## src/rtl/addr_capture_buf.sv

```systemverilog
// Captures one word per cycle at counter-supplied addresses into a DEPTH-entry buffer, then replays it in order over valid/ready.
// Optional write-order checker enabled by defining ADDR_CAPTURE_ORDER_CHK_EN.
module addr_capture_buf #(
    parameter int CNT_WIDTH  = 7,
    parameter int DATA_WIDTH = 8,
    parameter int DEPTH      = 100
) (
    input  logic                  clk,
    input  logic                  rst,
    input  logic                  start_i,
    input  logic                  wr_en_i,
    input  logic [CNT_WIDTH-1:0]  wr_addr_i,
    input  logic [DATA_WIDTH-1:0] wr_data_i,
    output logic                  rd_valid_o,
    input  logic                  rd_ready_i,
    output logic [DATA_WIDTH-1:0] rd_data_o,
    output logic [CNT_WIDTH-1:0]  rd_addr_o,
    output logic                  busy_o,
    output logic                  done_o,
    output logic                  ovf_o,
    output logic                  err_o
);

    typedef enum logic [1:0] {IDLE, FILL, DRAIN} state_t;

    localparam logic [CNT_WIDTH:0]   DEPTH_W   = (CNT_WIDTH + 1)'(DEPTH);
    localparam logic [CNT_WIDTH-1:0] LAST_ADDR = CNT_WIDTH'(DEPTH - 1);

    state_t                  state_q;
    logic [DATA_WIDTH-1:0]   mem_q [DEPTH];
    logic [CNT_WIDTH-1:0]    rd_ptr_q;
    logic [CNT_WIDTH-1:0]    rd_ptr_d;
    logic                    rd_valid_q;
    logic [DATA_WIDTH-1:0]   rd_data_q;
    logic [CNT_WIDTH-1:0]    rd_addr_q;
    logic                    busy_q;
    logic                    done_q;
    logic                    ovf_q;

    logic in_range;
    logic wr_acc;
    logic hs;
    logic last_hs;
    logic load;

    always_comb begin
        in_range = ({1'b0, wr_addr_i} < DEPTH_W);
        wr_acc   = (state_q == FILL) && wr_en_i && in_range;
        hs       = rd_valid_q && rd_ready_i;
        last_hs  = hs && (rd_addr_q == LAST_ADDR);
        // Refill the output register whenever it is empty or being consumed, so a held-high ready streams without bubbles.
        load     = (state_q == DRAIN) && (!rd_valid_q || (hs && !last_hs));
        rd_ptr_d = rd_ptr_q + 1'b1;
    end

    always_ff @(posedge clk) begin
        if (wr_acc) begin
            mem_q[wr_addr_i] <= wr_data_i;
        end
    end

    always_ff @(posedge clk) begin
        if (rst) begin
            state_q    <= IDLE;
            rd_ptr_q   <= '0;
            rd_valid_q <= 1'b0;
            rd_data_q  <= '0;
            rd_addr_q  <= '0;
            busy_q     <= 1'b0;
            done_q     <= 1'b0;
            ovf_q      <= 1'b0;
        end else begin
            done_q <= 1'b0;
            case (state_q)
                IDLE: begin
                    if (start_i) begin
                        state_q <= FILL;
                        busy_q  <= 1'b1;
                        ovf_q   <= 1'b0;
                    end
                end
                FILL: begin
                    if (wr_en_i && !in_range) begin
                        ovf_q <= 1'b1;
                    end
                    if (wr_acc && (wr_addr_i == LAST_ADDR)) begin
                        state_q  <= DRAIN;
                        rd_ptr_q <= '0;
                    end
                end
                DRAIN: begin
                    if (last_hs) begin
                        state_q    <= IDLE;
                        busy_q     <= 1'b0;
                        done_q     <= 1'b1;
                        rd_valid_q <= 1'b0;
                    end
                end
                default: state_q <= IDLE;
            endcase
            if (load) begin
                rd_data_q  <= mem_q[rd_ptr_q];
                rd_addr_q  <= rd_ptr_q;
                rd_valid_q <= 1'b1;
                rd_ptr_q   <= rd_ptr_d;
            end
        end
    end

`ifdef ADDR_CAPTURE_ORDER_CHK_EN
    logic [CNT_WIDTH-1:0] exp_addr_q;
    logic                 err_q;

    // Expected address starts at 0 for each capture, then follows the last accepted write.
    always_ff @(posedge clk) begin
        if (rst) begin
            exp_addr_q <= '0;
            err_q      <= 1'b0;
        end else if ((state_q == IDLE) && start_i) begin
            exp_addr_q <= '0;
            err_q      <= 1'b0;
        end else if (wr_acc) begin
            exp_addr_q <= wr_addr_i + 1'b1;
            if (wr_addr_i != exp_addr_q) begin
                err_q <= 1'b1;
            end
        end
    end

    assign err_o = err_q;
`else
    assign err_o = 1'b0;
`endif

    assign rd_valid_o = rd_valid_q;
    assign rd_data_o  = rd_data_q;
    assign rd_addr_o  = rd_addr_q;
    assign busy_o     = busy_q;
    assign done_o     = done_q;
    assign ovf_o      = ovf_q;

endmodule
```

## config.mk

```make
export PLATFORM = sky130hd
export DESIGN_NAME = addr_capture_buf
export DESIGN_NICKNAME = d
export VERILOG_FILES = /design/src/rtl/addr_capture_buf.sv
export SDC_FILE = /design/constraint.sdc
export NUM_CORES = 1
export LEC_CHECK = 0
export CORE_ASPECT_RATIO = 0.5
export CORE_MARGIN = 2
export CORE_UTILIZATION = 47
export DETAILED_ROUTE_END_ITERATION = 10
export PLACE_DENSITY = 0.66
export SYNTH_ARGS = -nofsm -noshare
export SYNTH_HDL_FRONTEND = slang
export SYNTH_SLANG_ARGS = --single-unit
```

## constraint.sdc

```tcl
create_clock -name clk -period 3.1 [get_ports clk]
set_input_delay 0.31 -clock clk [delete_from_list [all_inputs] [get_ports clk]]
set_output_delay 0.31 -clock clk [all_outputs]
set_load 0.05 [all_outputs]
```

==> metrics.csv, run 1 <==
metric;value;unit
status;finished clean;
grt_overflow;0;
antenna_found_initial;2;
place.gp.congestion;0.907;
post_drt_wl_per_cell;27.7;um
critical_path_buf_inv_count;3;
synthArstFlopShare;0;%
ys_top_cells_by_area;edfxtp_1, mux4_2, mux2i_1;
grt_pass1_wl;116000;um
grt_pass1_vias;17072;
power_frac_seq;57.8;%
synth_edf_count;800;
core_area;67600;um2
hp-class;in2reg;
io_pins;40;
r2r-end;rd_data_o[6];
dp_worst_setup_slack;195;ps
postCtsSetupBuffers;0;
reg2reg_from;rd_ptr_q[1];
leakagePower;11.5;nW
max_freq;0.344;GHz
path_depth;8;
regToRegSetupSlack;190;ps
io_buffers;38;
setup_tns;0;ps
clk_latency;620;ps
intPower;17.1;mW
vdd_ir_drop_max;399;uV
yosys_warnings;0;
synth_area_leader_cell;edfxtp_1;
ctsResizeCount;0;
synth_compound_area_share;3.98;%
finalMaxSlewViolations;0;
drcViolationCount;0;
cts_max_path_buffers;3;
crit_chain;buf_12 -> buf_4 -> nor2b_1 -> a22oi_1 -> and3_1 -> o41ai_1 -> buf_4 -> nand4_1;
synth-xor-area-share;0;%
crit_path_frequent_cell;buf_4;
critPathArrivalTime;3410;ps
setup_viol;0;
tritoncts.num_buffers;72;
track_usage;22.6;%
crit_type;reg2reg;
fin_crit_sh;93.8;%
firstDrtPassIters;6;
yosys.cell_types.count;59;
placed_area;35100;um2
min_period;2910;ps
final_area;37300;um2
ys_seq_area_share;75.9;%
synth_cells;1670;
cpPeakStageDelay;590;ps
hold_path_startpoint;wr_data_i[1];
nets;1914;
clkPwrFrac;40.7;%
synth.area.mux_share;14.4;%
dieArea;71100;um2
placed_cells;2716;
clkTransAtPathRegs;60;ps
yosys.area.top_type_share;74.2;%
fin_ws;192;ps
switching_power;4.12;mW
crit_family;simple AND/OR/NAND/NOR gates;
drt-initial-drc-count;2131;
worstMarginPinSlew;1160;ps
routed_wl;78700;um
cp_max_fo;26;
antenna_cells;0;
worstHoldPathCells;2;
initial_core_util;47.9;%
avgSynthCellArea;19.4;um2
clkSinkCount;828;
swShare;19.4;%
die_w;375;um
clockRootBuffer;clkbuf_16;
worstSetupEndpointType;flop;
skew;16.7;ps
synthSimpleGateAreaFrac;4.12;%
ctsHoldBuffers;0;
final_cells;2840;
die_h;190;um
hold_path_end;mem_q[65][1];
cts_tree;built;
hpwl;50000;um
cp.required;3600;ps
ys.flop_type;edfxtp_1;
viasPerCell;5.96;
syn_nets;1691;
combinationalPowerShare;1.4;%
synthAdderAreaFrac;0.0386;%
startpoint_type;flop;
p_per_area;569;nW/um2
utilization;55.2;%
synth_top_family_by_area;multiplexers;
grt_max_degree;101;
hold_viol;0;
rsz0062_at_grt;no;
ant_nets;0;
drive_above_1_share;25.9;%
synth_area;32400;um2
area_growth;15.2;%
reg2regPathDepth;8;
rows;67;
slowest_stage;nor2b_1;
synth-seq-cells;828;
via_count;16939;
relSlewSlack;22.5;%
maxCapViolations;0;
htreeDepth;3;
state kept, by name (all words and copies together) (netlist names):
signal	count
mem_q	800
rd_data_o	8
rd_addr_o	7
rd_ptr_q	7
state_q	2
busy_o	1
done_o	1
ovf_o	1
rd_valid_o	1
logic make-up (layout without fill, tap and decap cells):
group | after synthesis | after routing
compound gates | 186 | 186
fa+ha+maj | 1 | 1
buf+inv | 99 | 372
flops | 828 | 828
mux | 261 | 261
other cells | 1 | 1
simple gates | 294 | 294
worst max path at each step:
stage	to	from	slack [ps]
after CTS	rd_data_o[1]	rd_ptr_q[0]	190
after global placement	rd_data_o[1]	rd_ptr_q[0]	190
final	rd_data_o[6]	rd_ptr_q[1]	190
after global routing	rd_data_o[6]	rd_ptr_q[1]	70
after floorplan	rd_data_o[0]	rd_ptr_q[0]	850
after detailed placement	rd_data_o[1]	rd_ptr_q[0]	200
worst reg2reg max path, delay by kind of cell, from the launching register on:
family | cells | cell delay (ps)
flip-flops | 1 | 510
AO/OA/AOI/OAI | 2 | 710
AND/OR/NAND/NOR | 3 | 900
buffers and inverters | 3 | 680
final cells by class:
type / instances / area [um2]
clock buffer: 99 / 2010
clock inverter: 25 / 198
fill: 5129 / 30300
inverter: 5 / 18.8
multi-input combinational: 743 / 7310
sequential: 828 / 24600
tap: 897 / 1120
timing repair buffer: 243 / 2040
Yosys cell counts (all sizes together) (15+ instances only):
master	number
edfxtp	800
mux4	161
nor2	127
nand2	71
mux2i	67
buf	56
a22oi	49
clkbuf	38
a21oi	34
mux2	33
dfxtp	28
o21ai	24
nor2b	17
nand3	15
routing by layer:
layer | vias to the layer above | wire length, um | GRT usage, %
li1 | 7269 | - | -
met1 | 8813 | 34100 | 33.3
met2 | 740 | 35400 | 33.8
met3 | 115 | 7710 | 5.99
met4 | 2 | 1500 | 5.45
met5 | - | 13 | 0
metrics by stage:
stage | hold slack [ps] | power (mW)
floorplan | 409 | 12.6
CTS | 249 | 21.4
detailed placement | 461 | 12.8
global route | 245 | 21.8
global placement | 462 | 12.8
finish | 235 | 21.2
placed cells by master (no fill, tap or decap), drive strengths merged, types with 3 or more instances in the layout:
cell type and count:
mux2i 67, a22oi 49, nor2 127, o22ai 14, nand2b 7, a21oi 34, nand2 71, clkdlybuf4s50 30
clkbuf 99, and3b 3, mux2 33, a22o 14, o21ai 24, a311oi 4, o21a 6, o211ai 3
o31ai 13, o2111ai 3, a211oi 4, edfxtp 800, dfxtp 28, nand3 15, and2 3, bufinv 3
buf 213, and3 11, nand4 10, nor3 14, nor2b 17, inv 8, o41ai 5, nor4 3
mux4 161, nand3b 3, clkinv 18
power by group through the flow:
| stage | Sequential, mW | Clock [mW] | Combinational (mW) |
|---|---|---|---|
| 6_report | 12.3 | 8.64 | 0.307 |
| 3_5_place_dp | 12.5 | 0 | 0.313 |
| 3_3_place_gp | 12.5 | 0 | 0.304 |
| 2_1_floorplan | 12.5 | 0 | 0.0453 |
| 4_1_cts | 12.3 | 8.78 | 0.312 |
| 5_1_grt | 12.3 | 9.18 | 0.331 |
Note: power is estimated with default switching activity, not from simulation.
==> inputs of run 2 (changes only) <==
--- a/config.mk
+++ b/config.mk
@@ -5,11 +5,13 @@
 export SDC_FILE = /design/constraint.sdc
 export NUM_CORES = 1
 export LEC_CHECK = 0
+export CELL_PAD_IN_SITES_DETAIL_PLACEMENT = 0
+export CELL_PAD_IN_SITES_GLOBAL_PLACEMENT = 1
 export CORE_ASPECT_RATIO = 0.5
 export CORE_MARGIN = 2
 export CORE_UTILIZATION = 47
 export DETAILED_ROUTE_END_ITERATION = 10
-export PLACE_DENSITY = 0.66
+export PLACE_DENSITY = 0.72
 export SYNTH_ARGS = -nofsm -noshare
 export SYNTH_HDL_FRONTEND = slang
 export SYNTH_SLANG_ARGS = --single-unit
==> metrics.csv, run 2 (synthesis gave the netlist of run 1 again) <==
metric;value;unit;change
cts_tree;built;;
clkSinkCount;828;;unchanged
final_cell_mix;edfxtp_1, buf_4, mux4_2;;
dieArea;71100;um2;unchanged
critPathArrivalTime;3480;ps;+70 ps
utilization;55.0;%;-0.14 points
track_usage;22.6;%;about the same
maxCapViolations;0;;unchanged
rsz0062_at_grt;no;;
slowest_stage;dfxtp_4;;
hold_path_startpoint;wr_data_i[5];;
routed_wl;78600;um;-0.11%
r2r-end;rd_data_o[6];;
dp_worst_setup_slack;73.6;ps;-122 ps
drt-initial-drc-count;2190;;+2.8%
nets;1895;;-0.99%
crit_type;reg2reg;;
antenna_found_initial;5;;+3
startpoint_type;flop;;
die_w;375;um;unchanged
post_drt_wl_per_cell;27.8;um;+0.39%
hold_path_end;mem_q[48][5];;
max_freq;0.332;GHz;-3.6%
regMostFlops;mem_q;;
reg2reg_from;rd_ptr_q[0];;
grt_max_degree;101;;unchanged
hpwl;49400;um;-1.3%
fill_cells;5111;;-0.35%
reg2regPathDepth;6;;-2
regToRegSetupSlack;80;ps;-110 ps
clockRootBuffer;clkbuf_16;;
io_pins;40;;unchanged
intPower;17.2;mW;+0.75%
clk_latency;630;ps;about the same
min_period;3020;ps;+108 ps
combinationalPowerShare;1.4;%;about the same
worstSetupEndpointType;flop;;
rows;67;;unchanged
crit_chain;buf_12 -> mux4_2 -> a22oi_1 -> a21oi_1 -> o41ai_1 -> nand4_1;;
setup_tns;0;ps;unchanged
ctsResizeCount;0;;unchanged
setup_viol;0;;unchanged
io_buffers;38;;unchanged
drive_above_1_share;25.8;%;-0.11 points
core_area;67600;um2;unchanged
fin_ws;84.7;ps;-108 ps
swShare;19.8;%;+0.38 points
worstMarginPinSlew;1190;ps;+25.3 ps
grt_pass1_vias;16602;;-2.8%
clkTransAtPathRegs;70;ps;about the same
cp.required;3560;ps;-40 ps
grt_pass1_wl;116000;um;-0.35%
cpPeakStageDelay;720;ps;+130 ps
skew;22.0;ps;+5.38 ps
largest_reg_flops;800;;unchanged
final_common_cell;edfxtp_1;;
via_count;16895;;-0.26%
postCtsSetupBuffers;0;;unchanged
area_growth;14.9;%;
power_frac_seq;57.1;%;-0.7 points
fin_crit_sh;97.3;%;+3.5 points
cts_max_path_buffers;3;;unchanged
cp_max_fo;25;;-3.8%
grt_overflow;0;;unchanged
leakagePower;11.4;nW;-0.53%
finalMaxSlewViolations;0;;unchanged
hold_ws;226;ps;-9.85 ps
p_per_area;578;nW/um2;+1.5%
vdd_ir_drop_max;432;uV;+8.4%
tritoncts.num_buffers;74;;+2.8%
htreeDepth;3;;unchanged
ctsHoldBuffers;0;;unchanged
ant_nets;0;;unchanged
initial_core_util;47.9;%;unchanged
viasPerCell;5.98;;+0.23%
hold_viol;0;;unchanged
place.gp.congestion;0.899;;-0.89%
status;finished clean;;
die_h;190;um;unchanged
worstHoldPathCells;2;;unchanged
relSlewSlack;20.8;%;-1.7 points
firstDrtPassIters;5;;-1
switching_power;4.26;mW;+3.2%
hp-class;in2reg;;
clkPwrFrac;41.5;%;+0.8 points
drcViolationCount;0;;unchanged
[run 2: stage by stage]
stage                     instance area [um2]  power (mW)  cells
final                                   37200        21.5   2826
after global routing                    37200        22.1   2825
after detailed placement                34900        12.8   2695
after CTS                               37200        21.6   2825
after floorplan                         32400        12.6   1670
after global placement                  34900        12.8   2695
[run 2: layout make-up]
type | count | area (um2) | share of cell area (%)
sequential | 828 | 24600 | 66.1
multi-input combinational | 743 | 7310 | 19.6
clock buffer | 86 | 1900 | 5.10
timing repair buffer | 222 | 1840 | 4.95
tap | 897 | 1120 | 3.02
clock inverter | 44 | 404 | 1.09
inverter | 5 | 18.8 | 0.0505
antenna | 1 | 2.50 | 0.00673
[run 2: critical path: cells and delay by family, from the launching register on]
family,cells,cell delay (ps)
flops,1,720
simple gates,1,160
buf+inv,1,260
compound gates,3,1120
mux,1,540
[run 2: how the worst max path moves through the flow]
stage / endpoint / slack, ps / start
global route: rd_data_o[6] / 60 / rd_ptr_q[0]
CTS: rd_data_o[6] / 60 / rd_ptr_q[0]
global placement: rd_data_o[6] / 90 / rd_ptr_q[0]
detailed placement: rd_data_o[6] / 70 / rd_ptr_q[0]
floorplan: rd_data_o[0] / 850 / rd_ptr_q[0]
finish: rd_data_o[6] / 80 / rd_ptr_q[0]
[run 2: power by group through the flow]
stage / Clock, mW / Combinational, mW / Sequential, mW
3_5_place_dp: 0 / 0.300 / 12.5
4_1_cts: 9.06 / 0.299 / 12.3
2_1_floorplan: 0 / 0.0453 / 12.5
5_1_grt: 9.50 / 0.320 / 12.3
3_3_place_gp: 0 / 0.289 / 12.5
6_report: 8.92 / 0.295 / 12.3
[run 2: metal layers]
layer / share of wire (%) / GRT usage, % / wire (um) / up-vias
met4: 1.8 / 5.19 / 1390 / 0
met5: 0 / 0 / 0 / -
li1: - / - / - / 7235
met2: 45 / 33.7 / 35600 / 689
met3: 8.5 / 4.53 / 6670 / 91
met1: 44 / 34.5 / 34900 / 8880
